[config.mk]
export PLATFORM = sky130hd
export DESIGN_NAME = reset_sequencer
export DESIGN_NICKNAME = d
export VERILOG_FILES = /design/src/rtl/reset_sequencer.sv
export SDC_FILE = /design/constraint.sdc
export NUM_CORES = 1
export LEC_CHECK = 0
export CORE_MARGIN = 1.5
export CORE_UTILIZATION = 55
export DETAILED_ROUTE_END_ITERATION = 12
export PLACE_DENSITY = 0.77
export SLEW_MARGIN = 20
export SYNTH_ARGS = -nofsm -noshare
export SYNTH_HDL_FRONTEND = slang
export SYNTH_SLANG_ARGS = --single-unit
[constraint.sdc]
create_clock -name clk -period 5.74 [get_ports clk]
set_clock_uncertainty 0.2 [all_clocks]
set_input_delay 1.148 -clock clk [delete_from_list [all_inputs] [get_ports clk]]
set_output_delay 1.148 -clock clk [all_outputs]
set_load 0.05 [all_outputs]
[src/rtl/reset_sequencer.sv]
// rtl/reset_sequencer.sv - staged per-subsystem reset release driven by a synchronised reset request
module reset_sequencer #(
    parameter int NUM_STAGES    = 4,
    parameter int STAGE_DELAY   = 16,
    parameter int READY_TIMEOUT = 1024,
    parameter int SYNC_STAGES   = 2,
    localparam int FW = (NUM_STAGES > 1) ? $clog2(NUM_STAGES) : 1
) (
    input  logic                  clk,
    input  logic                  reset,
    input  logic                  rst_req_n,
    input  logic [NUM_STAGES-1:0] stage_ready,
    output logic [NUM_STAGES-1:0] stage_reset_n,
    output logic                  seq_done,
    output logic                  fault,
    output logic [FW-1:0]         fault_stage
);
    localparam int CW = $clog2(STAGE_DELAY + 1);
    localparam int TW = $clog2(READY_TIMEOUT + 1);
    localparam logic [CW-1:0] CNT_LAST = CW'(STAGE_DELAY - 1);
    localparam logic [TW-1:0] TMO_LAST = TW'(READY_TIMEOUT - 1);
    localparam logic [FW-1:0] CUR_LAST = FW'(NUM_STAGES - 1);

    typedef enum logic [2:0] {
        S_HOLD,
        S_DELAY,
        S_WAIT_RDY,
        S_DONE,
        S_FAULT
    } state_t;

    state_t                  state_q, state_d;
    logic [SYNC_STAGES-1:0]  sync_q, sync_d;
    logic [FW-1:0]           cur_q, cur_d;
    logic [CW-1:0]           cnt_q, cnt_d;
    logic [TW-1:0]           tmo_q, tmo_d;
    logic [NUM_STAGES-1:0]   stage_reset_n_q, stage_reset_n_d;
    logic                    seq_done_q, seq_done_d;
    logic                    fault_q, fault_d;
    logic [FW-1:0]           fault_stage_q, fault_stage_d;
    logic                    req_s;
    logic [NUM_STAGES-1:0]   cur_bit;

    assign req_s   = sync_q[SYNC_STAGES-1];
    assign cur_bit = NUM_STAGES'(1) << cur_q;

    always_comb begin
        sync_d = {sync_q[SYNC_STAGES-2:0], rst_req_n};
    end

    always_comb begin
        state_d         = state_q;
        cur_d           = cur_q;
        cnt_d           = cnt_q;
        tmo_d           = tmo_q;
        stage_reset_n_d = stage_reset_n_q;
        seq_done_d      = seq_done_q;
        fault_d         = fault_q;
        fault_stage_d   = fault_stage_q;

        // A dropped request aborts whatever is in progress and always restarts from stage 0.
        if (!req_s) begin
            state_d         = S_HOLD;
            cur_d           = '0;
            cnt_d           = '0;
            tmo_d           = '0;
            stage_reset_n_d = '0;
            seq_done_d      = 1'b0;
            fault_d         = 1'b0;
            fault_stage_d   = '0;
        end else begin
            unique case (state_q)
                S_HOLD: begin
                    state_d         = S_DELAY;
                    cur_d           = '0;
                    cnt_d           = '0;
                    stage_reset_n_d = '0;
                end
                S_DELAY: begin
                    if (cnt_q >= CNT_LAST) begin
                        stage_reset_n_d = stage_reset_n_q | cur_bit;
                        state_d         = S_WAIT_RDY;
                        tmo_d           = '0;
                    end else begin
                        cnt_d = cnt_q + 1'b1;
                    end
                end
                S_WAIT_RDY: begin
                    // Ready is checked before the timeout so a same-edge ready still advances.
                    if (stage_ready[cur_q]) begin
                        if (cur_q == CUR_LAST) begin
                            state_d         = S_DONE;
                            seq_done_d      = 1'b1;
                            stage_reset_n_d = '1;
                        end else begin
                            cur_d   = cur_q + 1'b1;
                            cnt_d   = '0;
                            state_d = S_DELAY;
                        end
                    end else if (tmo_q >= TMO_LAST) begin
                        state_d         = S_FAULT;
                        fault_d         = 1'b1;
                        fault_stage_d   = cur_q;
                        stage_reset_n_d = '0;
                        seq_done_d      = 1'b0;
                    end else begin
                        tmo_d = tmo_q + 1'b1;
                    end
                end
                S_DONE: begin
                    stage_reset_n_d = '1;
                    seq_done_d      = 1'b1;
                end
                S_FAULT: begin
                    stage_reset_n_d = '0;
                    seq_done_d      = 1'b0;
                    fault_d         = 1'b1;
                end
                default: begin
                    state_d = S_HOLD;
                end
            endcase
        end
    end

    always_ff @(posedge clk) begin
        if (reset) begin
            state_q         <= S_HOLD;
            sync_q          <= '0;
            cur_q           <= '0;
            cnt_q           <= '0;
            tmo_q           <= '0;
            stage_reset_n_q <= '0;
            seq_done_q      <= 1'b0;
            fault_q         <= 1'b0;
            fault_stage_q   <= '0;
        end else begin
            state_q         <= state_d;
            sync_q          <= sync_d;
            cur_q           <= cur_d;
            cnt_q           <= cnt_d;
            tmo_q           <= tmo_d;
            stage_reset_n_q <= stage_reset_n_d;
            seq_done_q      <= seq_done_d;
            fault_q         <= fault_d;
            fault_stage_q   <= fault_stage_d;
        end
    end

    assign stage_reset_n = stage_reset_n_q;
    assign seq_done      = seq_done_q;
    assign fault         = fault_q;
    assign fault_stage   = fault_stage_q;

endmodule

# After elaboration in Yosys (flattened, before gate mapping)
# Cells that the tools add are included.
classes:
  addsub: 3
  magnitude_cmp: 3
  eq_ne: 14
  shift: 1
  mux: 30
  bitwise: 4
  reduce_logical: 18
op_table:
  columns: ["op", "n"]
  rows:
  - ["$mux 11", 3]
  - ["$pmux 11 s2", 1]
  - ["$mux 4", 4]
  - ["$pmux 4 s4", 1]
  - ["$mux 5", 3]
  - ["$pmux 5 s3", 1]
  - ["$reduce_and 3->1", 5]
  - ["$ne 2x2->1 const B", 7]
  - ["$pmux 3 s4", 1]
  - ["$reduce_and 4->1", 3]
  - ["$add 11x1->11 const B", 1]
  - ["$ge 11x10->1 const B", 1]
  - ["$mux 3", 3]
  - ["$eq 3x2->1 const B", 2]
  - ["$mux 1", 6]
  - ["$mux 2", 3]
  - ["$ne 3x3->1 const B", 2]
  - ["$reduce_bool 2->1", 3]
  - ["$reduce_bool 3->1", 2]
  - ["$reduce_or 2->1", 3]
  - ["$add 5x1->5 const B", 1]
  - ["$ge 5x4->1 const B", 1]
  - ["$or 4x4->4", 1]
  - ["$pmux 2 s2", 1]
  - ["12 further kinds", 14]
totals:
  ff_bits: 31
  input_bits: 7
  wordCells: 82

# Longest topological paths before layout
depth:
  word_depth: 4
  ltp_mapped: 8
  ltp_nobuf: 8

# Least setup slack after synthesis
# No wires, ideal clock.
synth_path:
  path_type: "input port to flip-flop"
  start: "in stage_ready[3]"
  end: "reg cur_q[1]"
  t_arrival_ns: 2.297
  path_slack_ns: 3.180
  cell_stages: 5
  path_buffers: 0
  path_cell_list: "mux4_2 -> nand2b_1 -> a211o_1 -> mux2_4 -> nor2_2"
synth_between:
  elab_chain_cells: 4
synth_lines:
  columns: ["item", "line_no", "rtl"]
  rows:
  - ["start, declared", "12", "input logic [NUM_STAGES-1:0] stage_ready,"]
  - ["$bmux 1 s2", "90", "if (stage_ready[cur_q]) begin"]
  - ["$mux 1 (not written as such)", "90", null]
  - ["$ne 2x2->1 (no line)", null, null]
  - ["$reduce_and 3->1 (no line)", null, null]
  - ["end signal, assigned", "140", "cur_q <= cur_d;"]
  - ["end, declared", "34", "logic [FW-1:0] cur_q, cur_d;"]
# Every way passes these cells. The select of a mux whose other input is x is not followed.
# A chain may end at the register's enable or synchronous reset.

# Worst setup path after layout
layout_path:
  start: "in stage_ready[3]"
  end: "reg tmo_q[6]"
layout_between:
  elab_chain_cells: 4
layout_lines:
  columns: ["item", "line_no", "rtl"]
  rows:
  - ["$bmux 1 s2", "90", null]
  - ["$mux 1 (not written as such)", "90", null]
  - ["$ne 2x2->1 (no line)", null, null]
  - ["$reduce_and 4->1 (no line)", null, null]
  - ["end signal, assigned", "142", "tmo_q <= tmo_d;"]
  - ["end, declared", "36", "logic [TW-1:0] tmo_q, tmo_d;"]
# Every way passes these cells. The select of a mux whose other input is x is not followed.

==> run summary <==
Hold-fix buffers, CTS -> 0
Clk_lat worst skew -> 0.34 ns
Startpoint Class -> input pin
Clock root cell -> clkbuf_4
Core area -> 2760 um2
First-pass GRT wire length -> 5740 um
Die footprint -> 3250 um2
Synth async-reset ratio -> 0
Outcome -> finished clean
Commonest non-fill, non-tap cells in the layout -> 31 x dfxtp_1, 20 x nor2_1, 15 x o21ai_0, 14 x clkdlybuf4s50_1, 12 x nand3_1
Slew @ Worst Pin -> 0.819 ns
Relative slew slack -> 0.451
Synth Warn # -> 0
Register area -> 621 um2
Vias in the first global route -> 1336
Initial antenna violation count -> 0
Number of nets in the layout -> 214
Synth Instances -> 186
RSZ-0062 raised after global routing -> no
Worst-path cell chain -> clkdlybuf4s50_1 > mux2i_1 > a32o_1 > a211oi_1 > o21ai_0 > o31ai_1
Syn Nets -> 200
# DRC -> 0
Filler cells -> 254
Grt total ovfl -> 0
1st-pass router iterations -> 4
# resized after CTS -> 0
Fmax -> 328 MHz
Leakage power -> 0.000671 uW
Dpl hpwl -> 2400 um
Cell row count -> 19
Synthesized area -> 1610 um2
CTS tree -> yes
CTS sink cnt -> 31
Fin cells -> 232
Layout cells sized above 1 -> 0.0498
Total CTS buffers -> 5
Critical path's slowest cell -> a211oi_1
GP Congestion -> 0.780
Mean Syn Cell Area -> 8.64 um2
Final Critical Period -> 3.05 ns
Final setup margin -> 2.69 ns
Ratio of final minimum period to clock period -> 0.531
Total Routed Length -> 3350 um
Post-synth EDFFs -> 0
Final hold slack -> 0.260 ns
Gr usage total -> 0.224
N_diodes -> 0
H-tree Lvls -> 2
Worst setup EP type -> flop
Vias/cell -> 6.24
P&R area growth vs syn -> 12.5%
Final Power -> 352 uW
Largest net degree at the start of global routing -> 18
Pwr Density -> 194 nW/um2
Worst path max stage delay -> 0.71 ns
Post-place setup slack -> 2.38 ns
Critical path fanouts, max -> 8
Clk buf depth -> 2
Final hold vios -> 0
Die width -> 57.0 um
Post-synthesis sequential area ratio -> 0.386
Synth Flop Type -> dfxtp_1
Initial core utilization -> 0.583
Max_cap viols -> 0
Clock transition at path regs -> 0.09 ns
Postcts setup bufs -> 0
Worst min path class -> flop to flop
Placed cell count -> 224
Setup TNS -> 0 ns
Most common cell after layout, fill and taps aside -> dfxtp_1
Die H -> 57.0 um
Final Max Tran Viols -> 0
Initial drt markers -> 39
Top-Level Pins -> 15
Multi-input logic area -> 940 um2
# port buffers -> 14
Via Count -> 1448
Drt wl/cell -> 14.4 um
Setup violators final -> 0
Critical Path RT -> 5.80 ns
Cell variety after synth -> 46
DRT antenna net count -> 0
Crit Path Class -> input pin to flop
Worst VDD drop -> 209 uV
Flops & latches, synth -> 31
Worst Path Arrival -> 3.10 ns
## registers in the layout, summed over array words and instances (netlist names)
name and cells:
fault 1, cnt_q 5, stage_reset_n 4, fault_stage 2, tmo_q 11, seq_done 1, state_q 3, sync_q 2
cur_q 2
## cell families (layout without fill, tap and decap cells)
| family | count (synthesis) | count (layout) | share of synthesized area |
|---|---|---|---|
| xor+xnor | 1 | 1 | 0.00545 |
| mux | 7 | 7 | 0.0545 |
| fa+ha+maj | 7 | 7 | 0.0545 |
| flops | 31 | 31 | 0.386 |
| compound gates | 52 | 52 | 0.221 |
| simple gates | 76 | 76 | 0.249 |
| buf+inv | 12 | 27 | 0.0288 |
## where the power goes
group	internal, uW	total (uW)	switching [uW]	leakage [uW]
clock network	47.6	122	74.2	0.0000293
registers	216	217	0.973	0.000250
logic	6.50	13.0	6.47	0.000392
total	270	352	81.7	0.000671
## cells in the mapped netlist (all sizes together), types with 3 or more instances
library cell  instances  area (um2)
o21a                  5        37.5
a211oi                4        30.0
nor2                 21        81.3
a21oi                 5        25.0
nand3                12        60.1
dfxtp                31         621
nor3                  4        20.0
nand2b                4        25.0
clkbuf                6        22.5
mux2i                 5        50.1
nor2b                 7        43.8
o31ai                 4        30.0
and3                  4        25.0
ha                    7        87.6
nand2                 9        33.8
o21ai                15        75.1
a31oi                 3        18.8
inv                   5        18.8
## per-stage QoR
stage           util  cell area, um2
5_1_grt        0.656            1810
2_1_floorplan      -            1610
4_1_cts        0.656            1810
6_report       0.656            1810
3_3_place_gp   0.637            1760
3_5_place_dp   0.637            1760
## worst max-delay path: cells and delay by family
family	cells	cell delay [ns]
muxes	1	0.14
buffers and inverters	1	0.49
AOI/OAI and AO/OA	4	1.32
## layer usage
metal / vias up / track usage / share of wire / routed length [um]
li1: 719 / - / - / -
met1: 688 / 0.281 / 0.47 / 1570
met2: 32 / 0.356 / 0.46 / 1550
met3: 9 / 0.0703 / 0.042 / 140
met4: 0 / 0.0963 / 0.025 / 85
met5: - / 0 / 0 / 0
## final timing paths
check | startpoint | endpoint | slack (ns) | cells past startpoint
setup / recovery | stage_ready[3] | tmo_q[6]$_SDFFE_PP0P_ | 2.69 | 6
hold / removal | sync_q[0]$_SDFF_PP0_ | sync_q[1]$_SDFF_PP0_ | 0.26 | 1
setup reg to reg | cnt_q[0]$_SDFFE_PP0P_ | tmo_q[6]$_SDFFE_PP0P_ | 3.16 | 8
hold reg to reg | sync_q[0]$_SDFF_PP0_ | sync_q[1]$_SDFF_PP0_ | 0.26 | 1
## area by class of cell
type | count | area share
Timing Repair Buffer | 14 | 0.0775
Clock buffer | 7 | 0.0249
Inverter | 5 | 0.0104
Multi-Input combinational cell | 143 | 0.520
Sequential cell | 31 | 0.343
Clock inverter | 1 | 0.00277
Tap cell | 31 | 0.0215
Note: power is estimated with default switching activity, not from simulation.
